`src/rtl/bf_out_sequencer.sv`:
```
// ---------------------------------------------------------------------------
// bf_out_sequencer
//
// Sits after the butterfly add/sub select mux. It steers the mux with `sw`
// and captures the add set (sw=0) and then the sub set (sw=1) of each
// butterfly pair into a 2-entry vector FIFO. The FIFO is presented to the
// next FFT stage as a valid/ready stream, add half first, then sub half.
//
// Optional feature macro: BF_OUT_SCALE_EN
//   defined -> every lane is stored as round-half-up halving (x+1)>>>1
//   absent  -> lanes are stored bit-exact
//
// Ports
//   clk, rstn           rising-edge clock, async active-low reset
//   bf_valid            butterfly pair present at mux inputs (held until bf_ready)
//   bf_ready            1-cycle pulse when the sub half of a pair is captured
//   sw                  mux select: 0 = add set, 1 = sub set
//   mux_re, mux_im      mux output lanes
//   dout_re, dout_im    FIFO head vector
//   dout_half           0 = head is an add half, 1 = sub half
//   dout_valid          FIFO head valid
//   dout_ready          downstream accepts head
// ---------------------------------------------------------------------------

// Per-lane storage: two entries of re/im, optional halving on the write side.
module bf_out_lane #(
   parameter int WIDTH = 10
) (
   input  logic                    clk,
   input  logic                    rstn,
   input  logic                    we,
   input  logic                    wptr,
   input  logic                    rptr,
   input  logic signed [WIDTH-1:0] din_re,
   input  logic signed [WIDTH-1:0] din_im,
   output logic signed [WIDTH-1:0] dout_re,
   output logic signed [WIDTH-1:0] dout_im
);

   logic signed [WIDTH-1:0] mem_re [2];
   logic signed [WIDTH-1:0] mem_im [2];

   function automatic logic [WIDTH-1:0] store_val(input logic [WIDTH-1:0] x);
`ifdef BF_OUT_SCALE_EN
      // Sign-extend by one bit so x+1 cannot overflow, then drop the LSB.
      logic [WIDTH:0] ext;
      ext = {x[WIDTH-1], x} + (WIDTH+1)'(1);
      return ext[WIDTH:1];
`else
      return x;
`endif
   endfunction

   always_ff @(posedge clk or negedge rstn) begin
      if (!rstn) begin
         for (int i = 0; i < 2; i++) begin
            mem_re[i] <= '0;
            mem_im[i] <= '0;
         end
      end else if (we) begin
         mem_re[wptr] <= store_val(din_re);
         mem_im[wptr] <= store_val(din_im);
      end
   end

   assign dout_re = mem_re[rptr];
   assign dout_im = mem_im[rptr];

endmodule

module bf_out_sequencer #(
   parameter int WIDTH      = 10,
   parameter int DATA_WIDTH = 16
) (
   input  logic                    clk,
   input  logic                    rstn,
   input  logic                    bf_valid,
   output logic                    bf_ready,
   output logic                    sw,
   input  logic signed [WIDTH-1:0] mux_re [0:DATA_WIDTH-1],
   input  logic signed [WIDTH-1:0] mux_im [0:DATA_WIDTH-1],
   output logic signed [WIDTH-1:0] dout_re [0:DATA_WIDTH-1],
   output logic signed [WIDTH-1:0] dout_im [0:DATA_WIDTH-1],
   output logic                    dout_half,
   output logic                    dout_valid,
   input  logic                    dout_ready
);

   typedef enum logic {
      SEL_ADD = 1'b0,
      SEL_SUB = 1'b1
   } state_t;

   state_t     state_q, state_d;
   logic [1:0] count_q;
   logic       wptr_q, rptr_q;
   logic       half_q [2];
   logic       push, pop;

   assign pop  = dout_valid && dout_ready;
   // A full FIFO can still accept when the head leaves in the same cycle.
   assign push = bf_valid && ((count_q < 2'd2) || pop);

   // The mux select is the state register itself, so it is glitch-free and
   // the mux has a full cycle to settle before the data is sampled.
   assign sw = (state_q == SEL_SUB);

   always_ff @(posedge clk or negedge rstn) begin
      if (!rstn) state_q <= SEL_ADD;
      else       state_q <= state_d;
   end

   always_comb begin
      state_d  = state_q;
      bf_ready = 1'b0;
      case (state_q)
         SEL_ADD: begin
            if (push) state_d = SEL_SUB;
         end
         SEL_SUB: begin
            // bf_valid dropping here just stalls; no recovery path.
            if (push) begin
               bf_ready = 1'b1;
               state_d  = SEL_ADD;
            end
         end
         default: state_d = SEL_ADD;
      endcase
   end

   // FIFO control; lane storage lives in the per-lane instances.
   always_ff @(posedge clk or negedge rstn) begin
      if (!rstn) begin
         count_q   <= '0;
         wptr_q    <= 1'b0;
         rptr_q    <= 1'b0;
         half_q[0] <= 1'b0;
         half_q[1] <= 1'b0;
      end else begin
         if (push) begin
            half_q[wptr_q] <= (state_q == SEL_SUB);
            wptr_q         <= ~wptr_q;
         end
         if (pop) rptr_q <= ~rptr_q;
         case ({push, pop})
            2'b10:   count_q <= count_q + 2'd1;
            2'b01:   count_q <= count_q - 2'd1;
            default: count_q <= count_q;
         endcase
      end
   end

   assign dout_valid = (count_q != 2'd0);
   assign dout_half  = half_q[rptr_q];

   for (genvar g = 0; g < DATA_WIDTH; g++) begin : g_lane
      bf_out_lane #(.WIDTH(WIDTH)) u_lane (
         .clk     (clk),
         .rstn    (rstn),
         .we      (push),
         .wptr    (wptr_q),
         .rptr    (rptr_q),
         .din_re  (mux_re[g]),
         .din_im  (mux_im[g]),
         .dout_re (dout_re[g]),
         .dout_im (dout_im[g])
      );
   end

endmodule
```
`config.mk`:
```
export PLATFORM = sky130hd
export DESIGN_NAME = bf_out_sequencer
export DESIGN_NICKNAME = d
export VERILOG_FILES = /design/src/rtl/bf_out_sequencer.sv
export SDC_FILE = /design/constraint.sdc
export NUM_CORES = 1
export LEC_CHECK = 0
export ABC_CLOCK_PERIOD_IN_PS = 2200
export BUFFER_PORTS_ARGS = -buffer_cell sky130_fd_sc_hd__buf_2
export CORE_AREA = 2 2 255 257
export DETAILED_ROUTE_END_ITERATION = 8
export DIE_AREA = 0 0 257 259
export PLACE_DENSITY = 0.77
export SLEW_MARGIN = 20
export SYNTH_ARGS = -nofsm -noshare
export SYNTH_HDL_FRONTEND = slang
export SYNTH_HIERARCHICAL = 1
export SYNTH_SLANG_ARGS = --single-unit
```
`constraint.sdc`:
```
create_clock -name clk -period 2.2 [get_ports clk]
set_input_delay 0.22 -clock clk [delete_from_list [all_inputs] [get_ports clk]]
set_output_delay 0.22 -clock clk [all_outputs]
set_load 0.005 [all_outputs]
```
==> flow_summary.json <==
{
  "buffer_ports.inserted": 647,
  "setup.worst_path.start": "rptr_q",
  "antenna_left": 0,
  "synth.avg_cell_area_sq_um": 16.9,
  "rr_startpoint": "count_q[1]",
  "synth.top_cells.by_count": "dfrtp_1 (647), mux2_2 (627), mux2_4 (336)",
  "synthesis.instances": 1753,
  "global_route.usage.total": 0.246,
  "ys.flop_type": "dfrtp_1",
  "crit_type": "register to output pin",
  "cap_viol_max_count": 0,
  "timing.final.max_slew_violations": 0,
  "mappedNetlistNets": 2079,
  "yosysTopAreaCell": "dfrtp_1",
  "tritoncts.num_buffers": 71,
  "fin_ws_ns": -0.0692,
  "grt_pass1_vias": 22400,
  "cts_tree": "yes",
  "grt_first_pass_wirelength_microns": 129000,
  "async_flop_share": 1.00,
  "clock_sinks": 647,
  "core_area_sq_mm": 0.0639,
  "clock_power_share": 0.192,
  "yosys-top-cells-area": "dfrtp_1 (55%), mux2_2 (24%), mux2_4 (17%)",
  "worst_setup_ep_type": "output pin",
  "ys_types": 19,
  "number_of_antenna_violations_at_the_first_check_in_global_routing": 8,
  "tns_ns": -5.90,
  "start_util": 0.465,
  "syn_to_final_growth_pct": 37.5,
  "power_frac_comb": 0.470,
  "worstPathRequired_ns": 1.98,
  "post-route-min-period_ns": 2.27,
  "ir_drop_mv": 1.11,
  "p_int_mw": 44.1,
  "synth.yosys.warnings": 6,
  "yosys_register_bits": 647,
  "drt-wirelength-per-cell_microns": 23.5,
  "gp_congestion": 0.842,
  "synth.most_common_cell": "dfrtp_1",
  "timing.max_slew.rel_slack": 0.608,
  "worst_pin_slew_ns": 0.588,
  "power.switching_mw": 20.9,
  "worstSetupStartpointType": "register",
  "height_of_the_die_microns": 259,
  "final_cycle_share": 1.03,
  "critical_path_peak_fanout": 28,
  "p_seq_frac": 0.338,
  "pwr_density_cell_mw_per_mm2": 1590,
  "worstPathArrival_ns": 2.05,
  "failed_checks": "negative setup slack",
  "grt_max_degree": 79,
  "detailroute.via_count": 19500,
  "cts_max_path_buffers": 3,
  "num_io_pins": 648,
  "setup_viol": 226,
  "vias_per_cell": 5.24,
  "timing.clock.skew_ns": 0.0273,
  "synth-edff-count": 0,
  "std_cell_rows": 93,
  "fill_cells": 4208,
  "clk_root_buffer_cell": "clkbuf_16",
  "rsz0062_at_grt": "yes",
  "fmax_mhz": 441,
  "syn-cell-area_sq_mm": 0.0297,
  "post-dp-hpwl_microns": 52700,
  "clkSlewWorstSetupHoldPaths_ns": 0.06,
  "h_tree_levels": 3,
  "share_of_total_power_consumed_by_net_switching": 0.321,
  "leakagePower_nw": 19.5,
  "routed_wl_microns": 87400,
  "hold_class": "primary input to asynchronous set/reset pin",
  "outcome": "finished with violations",
  "timing_hold_violations_final": 0,
  "drt_iter0_drc": 1081,
  "drive_above_1_share": 0.652,
  "pre_cts_ws_ns": 0.181,
  "die_w_microns": 257,
  "clk_latency_ns": 0.61,
  "synth_largest_type_area_fraction": 0.545,
  "overflow": 0,
  "yosysSeqAreaShare": 0.545,
  "drcViolationCount": 0,
  "design.final.nets": 3125,
  "drt-pass1-iter-count": 5,
  "fp.dieArea_sq_mm": 0.0666
}
logic make-up after synthesis:
| kind of cell | synth area share |
|---|---|
| mux | 0.408 |
| fa+ha+maj | 0.000843 |
| flops | 0.545 |
| simple gates | 0.0123 |
| xor+xnor | 0.00148 |
| buf+inv | 0.0325 |
cell usage in the layout, fill, tap and decap left out, drive strengths merged, types with 6 or more instances in the layout:
master | Yosys | final
buf | 64 | 739
bufinv | 0 | 6
clkbuf | 32 | 111
clkinv | 0 | 8
clkinvlp | 0 | 7
dfrtp | 647 | 647
dlygate4sd3 | 0 | 323
mux2 | 963 | 963
nand2 | 17 | 17
nor2b | 16 | 16
flip-flops by register name, indices dropped and copies added, names as in the netlist:
register	cells
g_lane.u_lane/mem_re	320
rptr_q	1
half_q	2
g_lane.u_lane/mem_im	320
sw	1
count_q	2
wptr_q	1
critical path, cell delays in order, from the launching register on:
cell and delay [ns]:
dfrtp_4 0.48, buf_16 0.21, buf_12 0.23, mux2_2 0.37, buf_2 0.14
metal layers:
metal,global-route usage,wire length [microns],up-vias
met5,0,40,-
met4,0.126,4480,6
met3,0.0584,5060,268
met2,0.426,44600,765
met1,0.285,33200,10000
li1,-,-,8390
repair_timing:
action | CTS | global route
gates cloned | 4 | 6
endpoints found under the setup margin | 270 | 299
setup buffers | 4 | 6
endpoints found under the hold margin | 1139 | 0
pin swaps | 1 | 1
gates resized for setup | 62 | 57
hold buffers | 323 | 0
area by class of cell:
class	instances	area, sq um	share of cell area
sequential	647	16200	0.397
multi-input combinational	1009	12700	0.311
timing repair buffer	1069	8370	0.205
clock buffer	105	2120	0.0518
tap	855	1070	0.0262
clock inverter	23	337	0.00824
antenna	5	12.5	0.000306
inverter	1	7.51	0.000184
stage by stage:
stage	power (mW)	hold slack (ns)	cell area (sq um)	util	instances
2_1_floorplan	38.3	-0.0756	29700	-	1753
3_3_place_gp	47.2	0.151	34200	0.535	3238
3_5_place_dp	48.4	0.156	34200	0.535	3238
4_1_cts	62.9	0.0880	40300	0.631	3697
5_1_grt	67.8	0.134	40800	0.639	3714
6_report	65.0	0.121	40800	0.639	3714
path summary, 6_finish.rpt:
path	slack (ns)	endpoint	cells past startpoint
worst min-delay path	0.12	g_lane[12].u_lane/mem_re[6]	2
worst max register to register	0.23	g_lane[2].u_lane/mem_re[15]	8
min in group clk	0.38	g_lane[1].u_lane/mem_re[1]	3
worst min register to register	0.50	g_lane[12].u_lane/mem_re[18]	1
max in group asynchronous	1.07	g_lane[3].u_lane/mem_im[0]	4
worst max-delay path	-0.07	dout_re[27]	4
power groups by stage:
stage / combinational, mW / clock (mW) / sequential (mW)
floorplan: 17.9 / 0 / 20.4
global placement: 26.2 / 0 / 21.0
detailed placement: 26.8 / 0 / 21.5
CTS: 28.7 / 12.6 / 21.5
global route: 32.0 / 13.2 / 22.7
finish: 30.5 / 12.5 / 22.0
(Power assumes the default switching activity.)
